<file path="src/rtl/sram_req_arbiter.sv">
// Round-robin arbiter that serialises N requester ports onto one SRAM port.
// Latency: command registered 1 cycle after accept, read response 2 cycles after accept.
// Backpressure: req_ready is a one-hot grant, forced low during reset, drain and dump.
module sram_req_arbiter #(
  parameter int N_PORTS     = 4,
  parameter int ADDR_W      = 12,
  parameter int DATA_W      = 8,
  parameter int DUMP_CYCLES = 4
) (
  input  logic                      clk,
  input  logic                      rst,
  input  logic [N_PORTS-1:0]        req_valid,
  output logic [N_PORTS-1:0]        req_ready,
  input  logic [N_PORTS-1:0]        req_write,
  input  logic [2*N_PORTS-1:0]      req_byte_en,
  input  logic [N_PORTS*ADDR_W-1:0] req_addr,
  input  logic [N_PORTS*DATA_W-1:0] req_wdata,
  output logic [N_PORTS-1:0]        rsp_valid,
  output logic [DATA_W-1:0]         rsp_rdata,
  input  logic                      dump_req,
  output logic                      dump_busy,
  output logic                      mem_write,
  output logic                      mem_read,
  output logic [1:0]                mem_byte_en,
  output logic [ADDR_W-1:0]         mem_addr,
  output logic [DATA_W-1:0]         mem_wdata,
  input  logic [DATA_W-1:0]         mem_rdata,
  output logic                      mem_dump
);

  localparam int PTR_W = $clog2(N_PORTS);
  localparam int CNT_W = $clog2(DUMP_CYCLES + 1);
  localparam logic [CNT_W-1:0] CNT_LAST = CNT_W'(DUMP_CYCLES - 1);
  localparam logic [PTR_W-1:0] PTR_LAST = PTR_W'(N_PORTS - 1);

  typedef enum logic [1:0] {
    S_NORMAL = 2'd0,
    S_DRAIN  = 2'd1,
    S_DUMP   = 2'd2
  } state_t;

  state_t             state;
  state_t             state_nxt;
  logic [PTR_W-1:0]   ptr;
  logic [PTR_W-1:0]   grant_idx;
  logic               grant_found;
  logic [PTR_W:0]     scan_idx;
  logic [N_PORTS-1:0] grant_oh;
  logic               accept;
  logic [PTR_W-1:0]   cmd_port;
  logic [CNT_W-1:0]   dump_cnt;

  // Search for the first valid port at or after the round-robin pointer.
  always_comb begin
    grant_found = 1'b0;
    grant_idx   = '0;
    scan_idx    = '0;
    for (int k = 0; k < N_PORTS; k++) begin
      scan_idx = {1'b0, ptr} + (PTR_W + 1)'(k);
      if (scan_idx >= (PTR_W + 1)'(N_PORTS)) begin
        scan_idx = scan_idx - (PTR_W + 1)'(N_PORTS);
      end
      if (!grant_found && req_valid[scan_idx[PTR_W-1:0]]) begin
        grant_found = 1'b1;
        grant_idx   = scan_idx[PTR_W-1:0];
      end
    end
  end

  assign grant_oh  = grant_found ? (N_PORTS'(1) << grant_idx) : '0;
  assign req_ready = (state == S_NORMAL && !rst) ? grant_oh : '0;
  assign accept    = |(req_valid & req_ready);

  // Pointer moves past the port just served; otherwise it holds.
  always_ff @(posedge clk) begin
    if (rst) begin
      ptr <= '0;
    end else if (accept) begin
      ptr <= (grant_idx == PTR_LAST) ? '0 : grant_idx + PTR_W'(1);
    end
  end

  // Command register: strobes last one cycle, address/data/enables hold between commands.
  always_ff @(posedge clk) begin
    if (rst) begin
      mem_write   <= 1'b0;
      mem_read    <= 1'b0;
      mem_byte_en <= '0;
      mem_addr    <= '0;
      mem_wdata   <= '0;
      cmd_port    <= '0;
    end else begin
      mem_write <= accept &  req_write[grant_idx];
      mem_read  <= accept & ~req_write[grant_idx];
      if (accept) begin
        mem_byte_en <= req_byte_en[2*int'(grant_idx) +: 2];
        mem_addr    <= req_addr[int'(grant_idx)*ADDR_W +: ADDR_W];
        mem_wdata   <= req_wdata[int'(grant_idx)*DATA_W +: DATA_W];
        cmd_port    <= grant_idx;
      end
    end
  end

  // Response register: the memory returns read data the cycle after mem_read.
  always_ff @(posedge clk) begin
    if (rst) begin
      rsp_valid <= '0;
    end else begin
      rsp_valid <= mem_read ? (N_PORTS'(1) << cmd_port) : '0;
    end
  end

  assign rsp_rdata = mem_rdata;

  // Dump sequencer state register.
  always_ff @(posedge clk) begin
    if (rst) begin
      state <= S_NORMAL;
    end else begin
      state <= state_nxt;
    end
  end

  // Next state. Grants stop on entering DRAIN, so once the command register is
  // empty the response register empties on the same edge and the dump may start.
  always_comb begin
    state_nxt = state;
    case (state)
      S_NORMAL: if (dump_req)                  state_nxt = S_DRAIN;
      S_DRAIN:  if (!(mem_write || mem_read))  state_nxt = S_DUMP;
      S_DUMP:   if (dump_cnt == CNT_LAST)      state_nxt = S_NORMAL;
      default:                                 state_nxt = S_NORMAL;
    endcase
  end

  // Counts dump cycles; cleared outside DUMP and saturates at the final cycle.
  always_ff @(posedge clk) begin
    if (rst) begin
      dump_cnt <= '0;
    end else if (state != S_DUMP) begin
      dump_cnt <= '0;
    end else if (dump_cnt != CNT_LAST) begin
      dump_cnt <= dump_cnt + CNT_W'(1);
    end
  end

  assign mem_dump  = (state == S_DUMP);
  assign dump_busy = (state != S_NORMAL);

endmodule

</file>
<file path="config.mk">
export PLATFORM = sky130hd
export DESIGN_NAME = sram_req_arbiter
export DESIGN_NICKNAME = d
export VERILOG_FILES = /design/src/rtl/sram_req_arbiter.sv
export SDC_FILE = /design/constraint.sdc
export NUM_CORES = 1
export LEC_CHECK = 0
export CAP_MARGIN = 20
export CORE_UTILIZATION = 37
export DETAILED_ROUTE_END_ITERATION = 10
export PLACE_DENSITY = 0.86
export SLEW_MARGIN = 10
export SYNTH_ARGS = -nofsm -noshare
export SYNTH_HDL_FRONTEND = slang
export SYNTH_SLANG_ARGS = --single-unit
</file>
<file path="constraint.sdc">
create_clock -name clk -period 3.6 [get_ports clk]
set_clock_uncertainty 0.05 [all_clocks]
set_input_delay 0.54 -clock clk [delete_from_list [all_inputs] [get_ports clk]]
set_output_delay 0.54 -clock clk [all_outputs]
set_load 0.05 [all_outputs]
</file>
Yosys cells after proc, flatten, opt, wreduce, memory -nomap -nowiden
Index checks and enable logic that the tools add are counted.
- $add $sub $neg: 9
- $mul: 1
- magnitude comparators: 9
- eq/ne operators: 9
- shift-type cells: 5
- muxes and demuxes: 29
- bitwise operators: 5
- reductions and logical operators: 15
- operators by type and width (operator ; number):
    indexed part select 48 x 7 -> 12 bit ; 1
    indexed part select 32 x 6 -> 8 bit ; 1
    two-way mux 2 bit ; 12
    less-than comparator 2 x 3 -> 1 bit (second input constant) ; 5
    binary-select mux 1 bit (select 2 bit) ; 5
    >= comparator 3 bit (second input constant) ; 3
    two-way mux 1 bit ; 9
    two-way mux 4 bit ; 2
    indexed part select 8 x 4 -> 2 bit ; 1
    << shifter 1 x 2 -> 4 bit (first input constant) ; 2
    subtractor 2 x 1 -> 2 bit (second input constant) ; 4
    adder 2 x 2 -> 3 bit (second input constant) ; 2
    inequality test 2 bit (second input constant) ; 3
    case mux 2 bit (3 select lines) ; 1
    bitwise AND 4 bit ; 1
    equality test 2 bit (second input constant) ; 2
    logical AND 1 bit ; 4
    logical NOT 1 bit ; 4
    multiplier 2 x 2 -> 4 bit (second input constant) ; 1
    OR reduction 2 bit ; 2
    OR reduction 4 bit ; 1
    adder 2 x 1 -> 3 bit (second input constant) ; 1
    adder 3 x 1 -> 3 bit (second input constant) ; 1
    equality test 3 x 2 -> 1 bit (second input constant) ; 1
    11 further kinds ; 13
- flip-flop bits (word level): 37
- bits of input ports: 107
- output and inout port bits: 42

Longest topological paths before layout
- depth in word-level cells: 20
- gate-level depth with buffers: 11

Least setup slack after synthesis
OpenSTA, ideal clock, no wires.
- kind: input-to-reg
- from: input req_valid[2]
- to: register ptr[1]
- setup time: 123 ps
- arrival time: 2657 ps
- path slack: 770 ps
- stages: 10
- buffers on the path: 2
- cells stage by stage: nor2b_1 a221o_1 nand2_2 buf_6 buf_4 inv_1 ha_1 a2111o_1 o21ai_4 mux2_1
- longest elaborated chain between the ends: 17
- ends and longest elaborated chain (element ; line ; source):
    start: declaration ; 12 ; input logic [N_PORTS-1:0] req_valid,
    binary-select mux 1 bit (select 2 bit) ; 63 ; if (!grant_found && req_valid[scan_idx[PTR_W-1:0]]) begin
    two-way mux 1 bit (implied by the code) ; 63 ;
    two-way mux 1 bit ; 63 ;
    logical NOT 1 bit ; 63 ;
    logical AND 1 bit ; 63 ;
    two-way mux 1 bit ; 63 ;
    logical NOT 1 bit ; 63 ;
    logical AND 1 bit ; 63 ;
    two-way mux 1 bit ; 63 ;
    logical NOT 1 bit ; 63 ;
    logical AND 1 bit ; 63 ;
    two-way mux 2 bit ; 63 ;
    << shifter 1 x 2 -> 4 bit ; 70 ; assign grant_oh = grant_found ? (N_PORTS'(1) << grant_idx) : '0;
    two-way mux 4 bit ; 70 ;
    two-way mux 4 bit ; 71 ; assign req_ready = (state == S_NORMAL && !rst) ? grant_oh : '0;
    bitwise AND 4 bit ; 72 ; assign accept = |(req_valid & req_ready);
    OR reduction 4 bit ; 72 ;
    end signal: assignment ; 79 ; ptr <= (grant_idx == PTR_LAST) ? '0 : grant_idx + PTR_W'(1);
    end: declaration ; 44 ; logic [PTR_W-1:0] ptr;
Parallel ways exist; a longest one is shown, timed or not. The select of a mux whose other input is x is not followed.
A chain may end at the register's enable or synchronous reset.

Worst setup path after layout
- from: input req_valid[2]
- to: output req_ready[2]
- longest elaborated chain between the ends: 15
- ends and longest elaborated chain (element ; line ; source):
    binary-select mux 1 bit (select 2 bit) ; 63 ;
    two-way mux 1 bit (implied by the code) ; 63 ;
    two-way mux 1 bit ; 63 ;
    logical NOT 1 bit ; 63 ;
    logical AND 1 bit ; 63 ;
    two-way mux 1 bit ; 63 ;
    logical NOT 1 bit ; 63 ;
    logical AND 1 bit ; 63 ;
    two-way mux 1 bit ; 63 ;
    logical NOT 1 bit ; 63 ;
    logical AND 1 bit ; 63 ;
    two-way mux 2 bit ; 63 ;
    << shifter 1 x 2 -> 4 bit ; 70 ;
    two-way mux 4 bit * ; 70 ;
    two-way mux 4 bit * ; 71 ;
    end: declaration ; 13 ; output logic [N_PORTS-1:0] req_ready,
Every way passes the cells marked *; elsewhere a longest branch is shown, timed or not. The select of a mux whose other input is x is not followed.

==> impl_results.md <==
- Outcome: completed
- R2r startpoint: ptr[1]
- Ant. Diodes: 0
- Fin util: 61.3%
- Clk_lat worst skew: 0.28 ns
- Hold crit path type: flop to flop
- Row count: 28
- Sequential share of the synthesized area: 31.9%
- Layout overhead on the synthesized area: 58.2%
- Critical Path End: req_ready[2]
- Cell taking the most area after synthesis: dfxtp_1
- Synth Net Count: 384
- CTS-repair resized insts: 0
- Slew headroom: 42.6%
- 1st-pass router iterations: 4
- Post-DP HPWL: 5540 microns
- Post-cts hold buffer count: 0
- IO Port Bufs: 132
- Reg2reg path depth: 8
- # placed instances: 455
- Area share of the largest cell type after synthesis: 31.9%
- Max-capacitance violation count: 0
- DRC: 0
- Post-synth EDFFs: 0
- CP Cell Sequence: clkdlybuf4s50_1 -> nor2b_1 -> nor2b_1 -> or3_1 -> buf_4 -> nand2_1 -> nor2_1 -> buf_12
- Synth Area per Inst: 8.48 sq um
- Cts bufs inserted: 5
- Slew @ Worst Pin: 0.861 ns
- DR vias/cell: 5.44
- # nets final: 497
- Total GRT Usage: 22.7%
- Vias in the first global route: 2,519
- Sequential cell area: 741 sq um
- Yosys cell types: 37
- First-pass GRT wire length: 11,500 microns
- Final non-filler cell total: 463
- Largest delay contributor family on the critical path: buffers and inverters
- Top post-synthesis cells by area: dfxtp_1, a211oi_1, and3_1, o32ai_1, inv_1
- Buf/Inv on CP: 3
- Routed WL: 7430 microns
- Startpoint types: primary input
- Fillers: 529
- Kind of critical path: primary input to primary output
- Setup TNS: 0 ns
- GRT overflow: 0
- Clock Sinks: 37
- Footprint of the multi-input gates: 1230 sq um
- Number of setup buffers added after CTS: 0
- Die height: 81.2 microns
- Routability cong.: 0.760
- Ys flop type: dfxtp_1
- Arr. time, crit path: 2.62 ns
- Crit. End Element: primary output
- Ports: 149
- Crit path largest cell delay: 0.57 ns
- Worst vdd ir: 0.327 mV
- H-tree levels: 2
- # setup viols final: 0
- FMAX: 312 MHz
- Syn. warnings: 0
- Final Cycle Share: 89.1%
- Clk slew on worst S/H paths: 0.08 ns
- Crit path top cell by count: nor2b_1
- Clk buf depth: 2
- Detailed-route via count: 2,519
- Die Area: 6600 sq um
- Layout cells sized above 1: 6.44%
- Number of synthesized register bits: 37
- Leak: 1.49 nW
- CP max FO: 25
- Largest net degree at the start of global routing: 50
- Final antenna-violating net count: 0
- Asr flop ratio synth: 0%
- Crit-path slowest cell: clkdlybuf4s50_1
- Initial Util: 38.8%
- CP Launch Point: req_valid[2]
- RR Endpoint: mem_addr[3]
- CTS tree: done
- Initial antenna violation count: 0
- Die width: 81.2 microns
- Flop2flop setup slack: 0.83 ns
- Commonest non-fill, non-tap cells in the layout: clkdlybuf4s50_1, and3_1, a211oi_1, dfxtp_1, inv_1
- Crit. path cell count: 8
- Cell count after synthesis: 274
- Worst EP required: 3.01 ns
- Most common cell after layout, fill and taps aside: clkdlybuf4s50_1
- Clock root cell: clkbuf_8
- RSZ-0062 raised after global routing: no
- DRT iter0 DRCs: 99
- Minimum clock period: 3.21 ns
- Hold Vio Cnt, Final: 0
- Cell area after synthesis: 2320 sq um
- Total core area: 5990 sq um
- Max-slew violation count: 0
- WL per Instance: 16.0 microns
- Pwr dens: 657 nW/um^2
## worst min path at each step
stage	startpoint	end	depth (start not counted)
final	mem_addr[1]	mem_addr[1]	2
after global routing	mem_addr[6]	mem_addr[6]	2
after CTS	mem_wdata[3]	mem_wdata[3]	2
after detailed placement	mem_addr[1]	mem_addr[1]	2
after global placement	mem_wdata[6]	mem_wdata[6]	2
after floorplan	state[1]	state[0]	1
## state kept, by name, summed over array words and instances (netlist names)
signal,flops
cmd_port,2
dump_cnt,3
mem_addr,12
mem_byte_en,2
mem_read,1
mem_wdata,8
mem_write,1
ptr,2
rsp_valid,4
state,2
## kinds of logic (layout without fill, tap and decap cells)
| family | Yosys count | count (layout) | synth area share, % |
|---|---|---|---|
| AO/OA/AOI/OAI | 83 | 83 | 28.4 |
| XOR/XNOR | 1 | 1 | 0.377 |
| adder cells (fa/ha/maj) | 3 | 3 | 1.62 |
| buffers and inverters | 63 | 177 | 15.2 |
| flip-flops | 37 | 37 | 31.9 |
| multiplexers | 3 | 3 | 1.35 |
| AND/OR/NAND/NOR | 84 | 84 | 21.1 |
## synth_stat cells, types with 3 or more instances
library cell and n:
a211oi_1 44, a21oi_1 4, a221oi_1 3, and3_1 50, buf_2 8, buf_4 11, buf_6 8, clkbuf_1 5
dfxtp_1 37, ha_1 3, inv_1 29, nand2_1 4, nand3_1 4, nor2_1 12, nor2b_1 6, o32ai_1 22
## through the flow
stage / hold WS, ns / setup slack (ns) / area, sq um / total power [mW]
finish: 0.410 / 0.393 / 3670 / 2.42
global route: 0.430 / 0.272 / 3670 / 2.55
CTS: 0.408 / 0.431 / 3670 / 2.42
detailed placement: 0.395 / 0.246 / 3570 / 2.10
global placement: 0.391 / 0.295 / 3570 / 2.07
floorplan: 0.388 / 0.770 / 2320 / 1.67
## metal layers
| layer | up-vias | track usage [%] | part of all wire [%] | wire, microns |
|---|---|---|---|---|
| met4 | 0 | 6.79 | 1.4 | 102 |
| met5 | - | 0 | 0 | 0 |
| met2 | 111 | 41.3 | 52 | 3850 |
| met3 | 8 | 6.40 | 7.8 | 581 |
| li1 | 1239 | - | - | - |
| met1 | 1161 | 25.4 | 39 | 2890 |
## where the power goes
| group | switching (mW) | leakage [nW] | internal, mW |
|---|---|---|---|
| clock network | 0.148 | 0.0542 | 0.173 |
| registers | 0.0790 | 0.305 | 0.534 |
| logic | 0.917 | 1.13 | 0.564 |
## area by class of cell
cell class | instances | share of cell area (%)
repair buffers | 139 | 37.8
multi-input cells | 174 | 33.5
flip-flops and latches | 37 | 20.2
inverters | 30 | 3.20
clock buffers | 7 | 2.62
well taps | 75 | 2.55
clock inverters | 1 | 0.136
## tightest hold or removal path: stages, from the launching register on
cell	delay, ns
dfxtp_1	0.31
inv_1	0.05
o32ai_1	0.05
(Power assumes the default switching activity.)
